===== src/rtl/interp_pkg.sv =====
// Shared types and elaboration helpers for the interpolate upsampler.
package interp_pkg;

    typedef enum logic {
        EMPTY = 1'b0,
        RUN   = 1'b1
    } interp_state_t;

    function automatic int phase_w(input int l);
        return $clog2(l);
    endfunction

    function automatic bit is_pow2_ge2(input int l);
        return (l >= 2) && ((l & (l - 1)) == 0);
    endfunction

endpackage


===== src/rtl/interp_lerp.sv =====
// Combinational linear interpolation y = a + floor((b - a) * k / L).
// Only instantiated by interpolate when INTERP_LINEAR_EN is defined.
module interp_lerp
    import interp_pkg::*;
#(
    parameter int WIDTH         = 16,
    parameter int INTERP_FACTOR = 4
) (
    input  logic signed [WIDTH-1:0]                   a,
    input  logic signed [WIDTH-1:0]                   b,
    input  logic        [phase_w(INTERP_FACTOR)-1:0]  k,
    output logic signed [WIDTH-1:0]                   y
);

    localparam int KW = phase_w(INTERP_FACTOR);
    localparam int PW = WIDTH + 1 + KW;

    logic signed [PW-1:0] a_x;
    logic signed [PW-1:0] diff_x;
    logic signed [PW-1:0] k_x;
    logic signed [PW-1:0] prod;

    assign a_x    = PW'(a);
    assign diff_x = PW'(b) - PW'(a);
    assign k_x    = PW'(k);
    assign prod   = diff_x * k_x;

    // The result always lies between a and b, so the truncation is lossless.
    assign y = WIDTH'(a_x + (prod >>> KW));

endmodule


===== src/rtl/interpolate.sv =====
// Upsampler: one low-rate input becomes INTERP_FACTOR outputs, one per out_tick.
// Define INTERP_LINEAR_EN for linear interpolation; otherwise zero-order hold.
module interpolate
    import interp_pkg::*;
#(
    parameter int INTERP_FACTOR = 4,
    parameter int WIDTH         = 16
) (
    input  logic                    clk,
    input  logic                    rst_n,
    input  logic                    valid_in,
    input  logic signed [WIDTH-1:0] data_in,
    output logic                    ready_in,
    input  logic                    out_tick,
    output logic                    valid_out,
    output logic signed [WIDTH-1:0] data_out,
    output logic                    underrun
);

    localparam int KW = phase_w(INTERP_FACTOR);

    generate
        if (!is_pow2_ge2(INTERP_FACTOR)) begin : g_bad_factor
            $error("interpolate: INTERP_FACTOR must be a power of two >= 2");
        end
    endgenerate

    interp_state_t           state_q, state_d;
    logic [KW-1:0]           k_q, k_d;
    logic signed [WIDTH-1:0] a_q, a_d;
    logic signed [WIDTH-1:0] b_q, b_d;
    logic signed [WIDTH-1:0] nxt_q, nxt_d;
    logic                    nxt_full_q, nxt_full_d;
    logic                    valid_out_q, valid_out_d;
    logic signed [WIDTH-1:0] data_out_q, data_out_d;
    logic                    underrun_q, underrun_d;
    logic signed [WIDTH-1:0] interp_y;
    logic                    consume;
    logic                    accept;

`ifdef INTERP_LINEAR_EN
    interp_lerp #(
        .WIDTH         (WIDTH),
        .INTERP_FACTOR (INTERP_FACTOR)
    ) u_lerp (
        .a (a_q),
        .b (b_q),
        .k (k_q),
        .y (interp_y)
    );
`else
    assign interp_y = a_q;
`endif

    // Handshake: the buffer frees up in the very cycle it is consumed.
    assign consume  = out_tick && (state_q == RUN) && (k_q == '0) && nxt_full_q;
    assign ready_in = rst_n && (!nxt_full_q || consume);
    assign accept   = valid_in && ready_in;

    always_ff @(posedge clk) begin
        if (!rst_n) begin
            state_q <= EMPTY;
        end else begin
            state_q <= state_d;
        end
    end

    always_comb begin
        state_d = state_q;
        if (accept) begin
            state_d = RUN;
        end
    end

    always_comb begin
        k_d         = k_q;
        a_d         = a_q;
        b_d         = b_q;
        nxt_d       = nxt_q;
        nxt_full_d  = nxt_full_q;
        valid_out_d = 1'b0;
        data_out_d  = data_out_q;
        underrun_d  = 1'b0;

        if (accept) begin
            nxt_d      = data_in;
            nxt_full_d = 1'b1;
        end else if (consume) begin
            nxt_full_d = 1'b0;
        end

        if ((state_q == RUN) && out_tick) begin
            valid_out_d = 1'b1;
            if (k_q == '0) begin
                // Segment boundary: emit the old end point, then advance if fed.
                data_out_d = b_q;
                if (nxt_full_q) begin
                    a_d = b_q;
                    b_d = nxt_q;
                    k_d = KW'(1);
                end else begin
                    underrun_d = 1'b1;
                end
            end else begin
                data_out_d = interp_y;
                k_d        = k_q + KW'(1);
            end
        end
    end

    always_ff @(posedge clk) begin
        if (!rst_n) begin
            k_q         <= '0;
            a_q         <= '0;
            b_q         <= '0;
            nxt_q       <= '0;
            nxt_full_q  <= 1'b0;
            valid_out_q <= 1'b0;
            data_out_q  <= '0;
            underrun_q  <= 1'b0;
        end else begin
            k_q         <= k_d;
            a_q         <= a_d;
            b_q         <= b_d;
            nxt_q       <= nxt_d;
            nxt_full_q  <= nxt_full_d;
            valid_out_q <= valid_out_d;
            data_out_q  <= data_out_d;
            underrun_q  <= underrun_d;
        end
    end

    assign valid_out = valid_out_q;
    assign data_out  = data_out_q;
    assign underrun  = underrun_q;

endmodule


===== config.mk =====
export PLATFORM = sky130hd
export DESIGN_NAME = interpolate
export DESIGN_NICKNAME = d
export VERILOG_FILES = /design/src/rtl/interp_pkg.sv /design/src/rtl/interp_lerp.sv /design/src/rtl/interpolate.sv
export SDC_FILE = /design/constraint.sdc
export NUM_CORES = 1
export LEC_CHECK = 0
export BUFFER_PORTS_ARGS = -buffer_cell sky130_fd_sc_hd__clkbuf_2
export CAP_MARGIN = 20
export CORE_MARGIN = 10
export CORE_UTILIZATION = 29
export CTS_BUF_LIST = sky130_fd_sc_hd__clkbuf_8
export CTS_CLUSTER_DIAMETER = 200
export CTS_CLUSTER_SIZE = 25
export DETAILED_ROUTE_END_ITERATION = 7
export HOLD_SLACK_MARGIN = 0.1
export SLEW_MARGIN = 20
export SYNTH_ARGS = -nofsm -noshare
export SYNTH_HDL_FRONTEND = slang
export SYNTH_HIERARCHICAL = 1
export SYNTH_SLANG_ARGS = --single-unit

===== constraint.sdc =====
create_clock -name clk -period 1.41 [get_ports clk]
set_input_delay 0.3525 -clock clk [delete_from_list [all_inputs] [get_ports clk]]
set_output_delay 0.3525 -clock clk [all_outputs]
set_load 0.02 [all_outputs]

After elaboration in Yosys (flattened, before gate mapping)

Cells that the tools add are included.

Latch bits: 0
ROM bits: 0
Memories: 0
RAM bits: 0
Flip-flop bits (word level): 70
Logic and storage cells: 30
Output and inout port bits: 19

Div/mod/pow operators: 0
Shift operators: 0
Bitwise logic cells: 0
Muxes and demuxes: 7
Add/subtract/negate cells: 1
Equal/unequal tests: 1
Reduce and logical (&&, ||, !) cells: 12
Multiply operators: 0
Order comparisons: 0

Operator list:

| cell                                         | number |
|---|---|
| two-way mux 16 bit                           | 1 |
| AND reduction 3 bit                          | 2 |
| logical AND 1 bit                            | 5 |
| two-way mux 1 bit                            | 4 |
| two-way mux 2 bit                            | 2 |
| adder 2 x 1 -> 2 bit (second input constant) | 1 |
| logical NOT 2 bit                            | 1 |
| != test 2 bit (second input constant)        | 1 |
| AND reduction 2 bit                          | 1 |
| nonzero test 2 bit                           | 1 |
| logical NOT 1 bit                            | 1 |
| logical OR 1 bit                             | 1 |

Logic depth before layout (Yosys ltp)

Gate-level depths: netlist (run 1).

Depth after elaboration: 7
Mapped depth: 7

Least setup slack after synthesis (run 1)

OpenSTA, ideal clock, no wires.

Path type: register to output
Start: reg k_q[0]
End: out ready_in
Setup slack: -83 ps
Required time: 1058 ps
Arrival time: 1140 ps
Stages on the path, launching flop included: 5
Cell sequence: dfxtp_1 inv_1 ha_1 nand3_1 a21oi_1

Word-level cells in the longest chain between the ends: 5

RTL lines:

| element                        | line               | RTL |
|---|---|---|
| from (decl)                    | interpolate.sv:29  | `logic [KW-1:0] k_q, k_d;` |
| from (signal assigned)         | interpolate.sv:122 | `k_q <= k_d;` |
| logical NOT 2 bit              | interpolate.sv:56  | `assign consume = out_tick && (state_q == RUN) && (k_q == '0) && nxt_full_q;` |
| logical AND 1 bit (2 in a row) | interpolate.sv:56  |  |
| logical OR 1 bit               | interpolate.sv:57  | `assign ready_in = rst_n && (!nxt_full_q \|\| consume);` |
| logical AND 1 bit              | interpolate.sv:57  |  |
| to (decl)                      | interpolate.sv:13  | `output logic ready_in,` |

No other way between the ends.

Worst setup path in the final report (run 1)

Start: reg k_q[1]
End: out ready_in

The elaborated chain is that of the path after synthesis.

==> flow_summary.ini, run 1 <==
[grt]
antenna_found_initial = 0
grt_max_degree = 52
grt_pass1_wl_um = 9590
grt_overflow_total = 0
grt_use_total_pct = 9.09
grt_pass1_vias = 1933

[worst_setup_path]
r2r_start = k_q[1]
worst_setup_path_start_kind = flop
slowest_delay_ns = 0.32
crit_chain = inv_2, ha_4, nand3_2, a21oi_2, clkbuf_8
endpoint_kind = primary output
crit_fanout = 2
arrival_ns = 1.22
crit_start = k_q[1]
cp.required_ns = 1.06
critPathKind = reg -> out
critPathSlowestCell = dfxtp_2

[sta]
min_period_ns = 1.57
drv_slew = 0
max_slew_margin_pct = 80.8
fin_ws_ns = -0.158
fin_skew_ns = 0.00740
period_share_pct = 111
max_freq_mhz = 638
worst_slew_pin_slew_ns = 0.288
hold_violations = 0
setup_viol = 63
grt_setup_unrepaired = yes

[finish]
drive_gt1_share_pct = 37.1
nNetsFinal = 354
diodes = 0
final_util_pct = 41.2
area_growth_pct = 39.2
design_area_um2 = 3560

[floorplanning]
die_width_um = 114
core_area_um2 = 8640
io_pins = 39
start_util_pct = 29.6
placement_rows = 34
die_area_um2 = 13000
die_h_um = 114

[place]
place_congestion = 0.713
preCtsSetupSlack_ns = -0.0935
placed_area_um2 = 2950
portBuffers = 38
hpwl_um = 3900

[clocking]
h-tree-depth = 3
clockBufferDepth = 2
numCtsBuffers = 9
clk_pin_slew_worst_paths_ns = 0.07
cts_tree = built
cts_hold_buf = 0
clk_latency_ns = 0.33
cts.sinks = 70
clockRootBuffer = clkbuf_8

[job]
cap_violations = 0

[routing]
dr.first_iter.drc_count = 83
vias = 2054
post_drt_wl_per_cell_um = 14.3
drt-total-wl_um = 6360
vias_per_cell = 4.62
drt-pass1-iter-count = 4
wl_met1_um = 3100
route.met3.wl_um = 422
top_layer = met4
met2_length_um = 2720
drc = 0
ant_nets = 0

[power]
power.leakage_nw = 1.42
powerDensity_nw_per_um2 = 1140
ir_drop_mv = 0.462

[logic_synthesis]
ys_ff_latch = 70
synthCells = 277
syn_nets = 298
synth_top_area_share_pct = 54.8
avgSynthCellArea_um2 = 9.23
synth_top_cell_by_area = dfxtp_1
synthTopCellsByArea = dfxtp_1 (55%), nand2_1 (9.7%), a21oi_1 (6.8%), mux2i_1 (6.3%), a22o_1 (5.5%)
yosysSeqAreaShare_pct = 54.8
synth.distinct_cells = 26
syn_area_um2 = 2560
ys_warn_count = 6

[min_path]
hold_class = in -> reg
hold_start = data_in[9]

[run_status]
violations = setup timing
status = complete, but fails checks
[Yosys cell counts (all sizes together)]
cell,n
dfxtp,70
nand2,66
a21oi,36
nor2,20
a211oi,16
a22o,16
mux2i,16
buf,11
clkbuf,9
inv,3
nand3,2
nor2b,2
o21ai,2
a311oi,1
and2,1
and4,1
ha,1
nand2b,1
nand4,1
nor3,1
o311a,1
[placed cells by master (no fill, tap or decap), types with 3 or more instances in the layout]
cell type,n
buf_12,7
nand2_1,55
buf_6,5
inv_2,3
dfxtp_1,69
clkbuf_2,37
a22o_1,16
a211oi_2,5
a21oi_1,18
mux2i_1,13
nand2_2,10
clkbuf_16,4
buf_4,8
clkbuf_8,11
a211oi_1,11
nor2_1,20
a21oi_2,18
[flip-flops by register name, indices dropped and copies added (netlist names)]
signal and count:
data_out 16, valid_out 1, k_q 2, a_q 16, underrun 1, nxt_full_q 1
state_q 1, b_q 16, nxt_q 16
[worst paths after layout]
path,to,slack [ns],cells past startpoint
max reg2reg,b_q[2],-0.11,8
min reg2reg,a_q[11],0.45,2
max,ready_in,-0.16,5
min,nxt_q[9],0.23,2
[power by group]
part | leakage [nW] | switching (W) | total (W) | internal [W]
Combinational | 0.749 | 0.000231 | 0.000440 | 0.000209
Sequential | 0.570 | 0.0000387 | 0.00208 | 0.00204
Clock | 0.0993 | 0.000700 | 0.00154 | 0.000843
[per-stage QoR]
step / hold slack, ns / power, W / std cells / setup TNS (ns)
detailed placement: 0.446 / 0.00247 / 419 / -2.55
finish: 0.226 / 0.00407 / 445 / -4.17
global route: 0.219 / 0.00423 / 445 / -8.17
CTS: 0.212 / 0.00405 / 438 / -0.169
floorplan: 0.432 / 0.00233 / 277 / -0.223
global placement: 0.440 / 0.00247 / 419 / -1.08
[critical path, delay by kind of cell, from the launching register on]
kind / cells / cell delay [ns]
buffers and inverters: 2 / 0.21
AOI/OAI and AO/OA: 1 / 0.13
adders and majority gates: 1 / 0.14
and+or+nand+nor: 1 / 0.07
DFF: 1 / 0.32
[cells by family (layout without fill, tap and decap cells)]
logic type	count (synthesis)	count (layout)	share of synthesized area [%]
adder cells (fa/ha/maj)	1	1	0.489
AO/OA/AOI/OAI	72	72	19.2
buffers and inverters	23	83	4.50
flip-flops	70	70	54.8
multiplexers	16	16	6.26
AND/OR/NAND/NOR	95	95	14.8
[area by class of cell]
class / instances / area [um2]
clock buffer: 10 / 138
timing repair buffer: 65 / 613
multi-input combinational: 184 / 1210
tap: 108 / 135
inverter: 3 / 11.3
clock inverter: 5 / 51.3
fill: 839 / 5070
sequential: 70 / 1400
[what timing repair did]
item | in CTS | in global routing
pin swaps | 4 | 31
setup endpoints to repair | 59 | 62
gates cloned | 1 | 4
buffers inserted | 4 | 3
gates resized for setup | 15 | 51
[layer usage]
metal  vias up  GRT usage, %
li1       1073             -
met1       927          12.1
met2        43          12.4
met3        11          3.31
met4         0          5.01
met5         -             0
(Power assumes the default switching activity.)
==> run 2: changes to the inputs <==
--- a/config.mk
+++ b/config.mk
@@ -5,15 +5,17 @@
 export SDC_FILE = /design/constraint.sdc
 export NUM_CORES = 1
 export LEC_CHECK = 0
+export ABC_AREA = 1
 export BUFFER_PORTS_ARGS = -buffer_cell sky130_fd_sc_hd__clkbuf_2
 export CAP_MARGIN = 20
 export CORE_MARGIN = 10
-export CORE_UTILIZATION = 29
+export CORE_UTILIZATION = 54
 export CTS_BUF_LIST = sky130_fd_sc_hd__clkbuf_8
 export CTS_CLUSTER_DIAMETER = 200
 export CTS_CLUSTER_SIZE = 25
 export DETAILED_ROUTE_END_ITERATION = 7
 export HOLD_SLACK_MARGIN = 0.1
+export PLACE_DENSITY = 0.78
 export SLEW_MARGIN = 20
 export SYNTH_ARGS = -nofsm -noshare
 export SYNTH_HDL_FRONTEND = slang
==> flow_summary.ini, run 2 <==
[worst_setup_path]
critPathKind = reg -> reg
crit_fanout = 16
slowest_delay_ns = 0.33
crit_chain = inv_2, ha_4, nand3_4, buf_4, nor2_4, buf_12, buf_16, nand2_1, nand2_1, nor2_1
crit_top_cell = nand2_1
arrival_ns = 1.87
critPathSlowestCell = dfxtp_2
cp.required_ns = 1.66
endpoint_kind = flop
worst_setup_path_start_kind = flop

[routing]
drc = 0
post_drt_wl_per_cell_um = 11.2
drt-pass1-iter-count = 4
dr.first_iter.drc_count = 127
vias = 2659
ant_nets = 0
vias_per_cell = 4.56
drt-total-wl_um = 6560

[finish]
final_cell_mix = nand2_1 (155), nor2_1 (88), inv_1 (71), dfxtp_1 (69), clkbuf_2 (37)
nNetsFinal = 527
diodes = 0
final_common_cell = nand2_1
drive_gt1_share_pct = 17.2
nFillCells = 460
final_cells = 583
area_growth_pct = 26.0

[power]
power.share.clock_pct = 39.4
power.leakage_nw = 1.88
ir_drop_mv = 0.643
seqPwrFrac_pct = 47.1
powerDensity_nw_per_um2 = 1220
swShare_pct = 26.0
comb_power_share_pct = 13.6
p_switching_w = 0.00119
internal_power_w = 0.00339

[sta]
period_share_pct = 115
setup_viol = 33
grt_setup_unrepaired = yes
worst_slew_pin_slew_ns = 0.290
fin_skew_ns = 0.00716
min_period_ns = 1.62
drv_slew = 0
max_freq_mhz = 619
max_slew_margin_pct = 80.6
hold_violations = 0
fin_ws_ns = -0.207

[logic_synthesis]
yosys-top-cells-count = nand2_1 (155), nor2_1 (88), inv_1 (73), dfxtp_1 (70), o21ai_0 (17)
synth.distinct_cells = 17
yosysSeqAreaShare_pct = 47.0
avgSynthCellArea_um2 = 6.56
synthArstFlopShare_pct = 0
synthCells = 455
ys_warn_count = 6
synth_top_cell_by_area = dfxtp_1
synth_top_area_share_pct = 47.0
synthTopCellsByArea = dfxtp_1 (47%), nand2_1 (20%), nor2_1 (11%), inv_1 (9.2%), nand4_1 (3.4%)
syn_area_um2 = 2980
ys_ff_latch = 70
synth_edf_count = 0
syn_nets = 476
synth_flop_cell = dfxtp_1
yosysMostFrequentCell = nand2_1

[clocking]
cts.sinks = 70
clockRootBuffer = clkbuf_8
cts_hold_buf = 0
cts_tree = built
clk_pin_slew_worst_paths_ns = 0.07
h-tree-depth = 3
clk_latency_ns = 0.35
clockBufferDepth = 2
numCtsBuffers = 9

[grt]
grt_pass1_vias = 2580
grt_max_degree = 62
grt_use_total_pct = 15.7
grt_pass1_wl_um = 11200
antenna_found_initial = 0
grt_overflow_total = 0

[floorplanning]
io_pins = 39
core_area_um2 = 5440
die_area_um2 = 8900
die_h_um = 94.3
die_width_um = 94.3
placement_rows = 27
start_util_pct = 54.8

[place]
hpwl_um = 4060
place_congestion = 0.803
portBuffers = 38
preCtsSetupSlack_ns = -0.0585
placed_cells = 557

[run_status]
status = complete, but fails checks
violations = setup timing

[min_path]
hold_class = in -> reg

[job]
cap_violations = 0
[run 2: final cells by class]
type	count	area, um2	area share [%]
inverters	74	278	7.39
clock buffers	10	138	3.66
clock inverters	6	85.1	2.26
repair buffers	61	528	14.1
flip-flops and latches	70	1400	37.3
multi-input cells	290	1240	32.9
well taps	72	90.1	2.40
[run 2: timing repair]
| action | in CTS | in global routing |
|---|---|---|
| setup endpoints to repair | 20 | 52 |
| setup buffers | 2 | 4 |
| cloned | 3 | 1 |
| pin swaps | 3 | 3 |
| gates resized for setup | 8 | 8 |
[run 2: kinds of logic (layout without fill, tap and decap cells)]
kind of cell	count (synthesis)	in the layout	synth area share, %
AO/OA/AOI/OAI	24	24	4.03
adder cells (fa/ha/maj)	1	1	0.419
buffers and inverters	96	151	12.7
flip-flops	70	70	47.0
AND/OR/NAND/NOR	264	265	35.9
[run 2: worst paths after layout]
kind               start        end  slack (ns)  cells past startpoint
max               k_q[0]     b_q[5]       -0.21                     10
min reg2reg       a_q[6]     a_q[6]        0.48                      2
max reg2reg       k_q[0]     b_q[5]       -0.21                     10
min          data_in[13]  nxt_q[13]        0.23                      3
[run 2: layer usage]
metal | vias to the layer above | GRT usage (%) | share of wire (%)
met3 | 13 | 5.04 | 4.7
met2 | 52 | 25.6 | 46
met1 | 1149 | 17.9 | 48
met4 | 0 | 8.10 | 1.9
li1 | 1445 | - | -
met5 | - | 0 | 0
[run 2: power by group through the flow]
stage          clock (W)  sequential (W)  combinational [W]
3_3_place_gp           0         0.00220           0.000548
5_1_grt          0.00191         0.00217           0.000706
2_1_floorplan          0         0.00224           0.000335
3_5_place_dp           0         0.00220           0.000563
6_report         0.00180         0.00216           0.000621
4_1_cts          0.00182         0.00216           0.000608
[run 2: stage by stage]
step	utilization, %	hold slack, ns	setup TNS, ns	total power, W	cell area, um2
floorplan	-	0.450	0	0.00258	2990
global placement	61.5	0.457	0	0.00275	3350
detailed placement	61.5	0.467	-0.496	0.00277	3350
CTS	67.8	0.227	-2.45	0.00459	3690
global route	69.1	0.246	-7.53	0.00479	3760
finish	69.1	0.234	-4.56	0.00458	3760
[run 2: worst max-delay path, delay by kind of cell, from the launching register on]
family	cells	cell delay, ns
fa+ha+maj	1	0.14
flops	1	0.33
simple gates	5	0.54
buf+inv	4	0.52
==> run 3: changes to the inputs <==
--- a/config.mk
+++ b/config.mk
@@ -5,17 +5,17 @@
 export SDC_FILE = /design/constraint.sdc
 export NUM_CORES = 1
 export LEC_CHECK = 0
-export ABC_AREA = 1
+export ABC_AREA = 0
 export BUFFER_PORTS_ARGS = -buffer_cell sky130_fd_sc_hd__clkbuf_2
 export CAP_MARGIN = 20
 export CORE_MARGIN = 10
-export CORE_UTILIZATION = 54
+export CORE_UTILIZATION = 52
 export CTS_BUF_LIST = sky130_fd_sc_hd__clkbuf_8
 export CTS_CLUSTER_DIAMETER = 200
 export CTS_CLUSTER_SIZE = 25
 export DETAILED_ROUTE_END_ITERATION = 7
 export HOLD_SLACK_MARGIN = 0.1
-export PLACE_DENSITY = 0.78
+export PLACE_DENSITY = 0.77
 export SLEW_MARGIN = 20
 export SYNTH_ARGS = -nofsm -noshare
 export SYNTH_HDL_FRONTEND = slang
==> flow_summary.ini, run 3 (synthesized netlist as in run 1, its figures left out) <==
[run_status]
status = complete, but fails checks
violations = setup timing

[sta]
setup_viol = 50
fin_ws_ns = -0.183
tns_ns = -5.11
max_freq_mhz = 628
grt_setup_unrepaired = yes
fin_skew_ns = 0.00869
min_period_ns = 1.59
max_slew_margin_pct = 57.5
drv_slew = 0
worst_slew_pin_slew_ns = 0.637
period_share_pct = 113
hold_violations = 0

[finish]
final_common_cell = dfxtp_1
final_cells = 401
nNetsFinal = 350
final-seq-area_um2 = 1400
drive_gt1_share_pct = 37.4
multi_input_area_um2 = 1200
diodes = 0
area_growth_pct = 33.5
design_area_um2 = 3410
final_cell_mix = dfxtp_1 (68), nand2_1 (47), clkbuf_2 (37), a21oi_2 (23), nor2_1 (20)
nFillCells = 348

[min_path]
hold_start = data_in[10]
hold_class = in -> reg

[grt]
grt_use_met3_pct = 4.24
grt_overflow_total = 0
gr-usage-met2_pct = 19.7
grt_pass1_wl_um = 9090
grt_max_degree = 52
gr-usage-met1_pct = 16.8
busiest_layer = met2
grt_pass1_vias = 1970
grt_use_total_pct = 13.3
antenna_found_initial = 0

[routing]
drt-total-wl_um = 6220
dr.first_iter.drc_count = 125
drc = 0
vias = 2130
drt-pass1-iter-count = 4
post_drt_wl_per_cell_um = 15.5
ant_nets = 0
vias_per_cell = 5.31

[clocking]
clk_latency_ns = 0.34
clockRootBuffer = clkbuf_8
cts_tree = built
clockBufferDepth = 2
cts.sinks = 70
h-tree-depth = 3
numCtsBuffers = 9
clk_pin_slew_worst_paths_ns = 0.07

[worst_setup_path]
crit_fanout = 2
r2r_start = k_q[1]
cp.required_ns = 1.06
crit_chain = inv_2, ha_4, nand3_2, a21oi_2, clkbuf_8
slowest_delay_ns = 0.33
crit_start = k_q[1]
critPathKind = reg -> out
critPathSlowestCell = dfxtp_2
endpoint_kind = primary output
arrival_ns = 1.24
worst_setup_path_start_kind = flop

[power]
powerDensity_nw_per_um2 = 1170
finalPower_w = 0.00398
power.leakage_nw = 1.39
ir_drop_mv = 0.732

[floorplanning]
core_area_um2 = 4750
start_util_pct = 53.8
io_pins = 39
placement_rows = 25
die_width_um = 90.1
die_area_um2 = 8120
die_h_um = 90.1

[place]
hpwl_um = 3440
placed_area_um2 = 2890
portBuffers = 38
placed_cells = 377
preCtsSetupSlack_ns = -0.102
place_congestion = 0.796

[job]
cap_violations = 0
-- run 3: worst paths after layout --
kind	depth (start not counted)	endpoint	slack [ns]
worst min register to register	2	a_q[10]	0.46
worst max-delay path	5	ready_in	-0.18
worst min-delay path	2	nxt_q[10]	0.21
worst max register to register	8	a_q[11]	-0.17
-- run 3: per-layer routing --
metal	part of all wire (%)	wire length [um]	vias to the layer above
met3	4.2	262	15
met4	2.8	177	0
met5	0	0	-
li1	-	-	1067
met2	50	3090	50
met1	43	2690	998
-- run 3: layout make-up --
type	instances	share of cell area, %
clock buffer	9	3.63
inverter	3	0.330
clock inverter	7	1.76
sequential	70	41.1
timing repair buffer	61	15.4
multi-input combinational	184	35.3
tap	67	2.46
-- run 3: through the flow --
stage               hold slack [ns]  util (%)
finish                        0.215      71.8
floorplan                     0.432         -
detailed placement            0.446      60.9
CTS                           0.204      65.7
global route                  0.219      71.8
global placement              0.441      60.9
-- run 3: report_power, final --
group          internal (W)  switching (W)
combinational      0.000179       0.000220
clock              0.000791       0.000704
sequential          0.00204      0.0000431
-- run 3: what timing repair did --
item | in CTS | in global routing
endpoints found under the hold margin | 0 | 0
setup buffers | 2 | 1
setup endpoints to repair | 50 | 58
gates cloned | 0 | 5
hold buffers | 0 | 0
gates resized for setup | 9 | 53
pin swaps | 3 | 24
-- run 3: worst max-delay path, delay by kind of cell, from the launching register on --
family	cells	cell delay [ns]
AOI/OAI and AO/OA	1	0.14
buffers and inverters	2	0.22
DFF	1	0.33
adders and majority gates	1	0.14
and+or+nand+nor	1	0.07
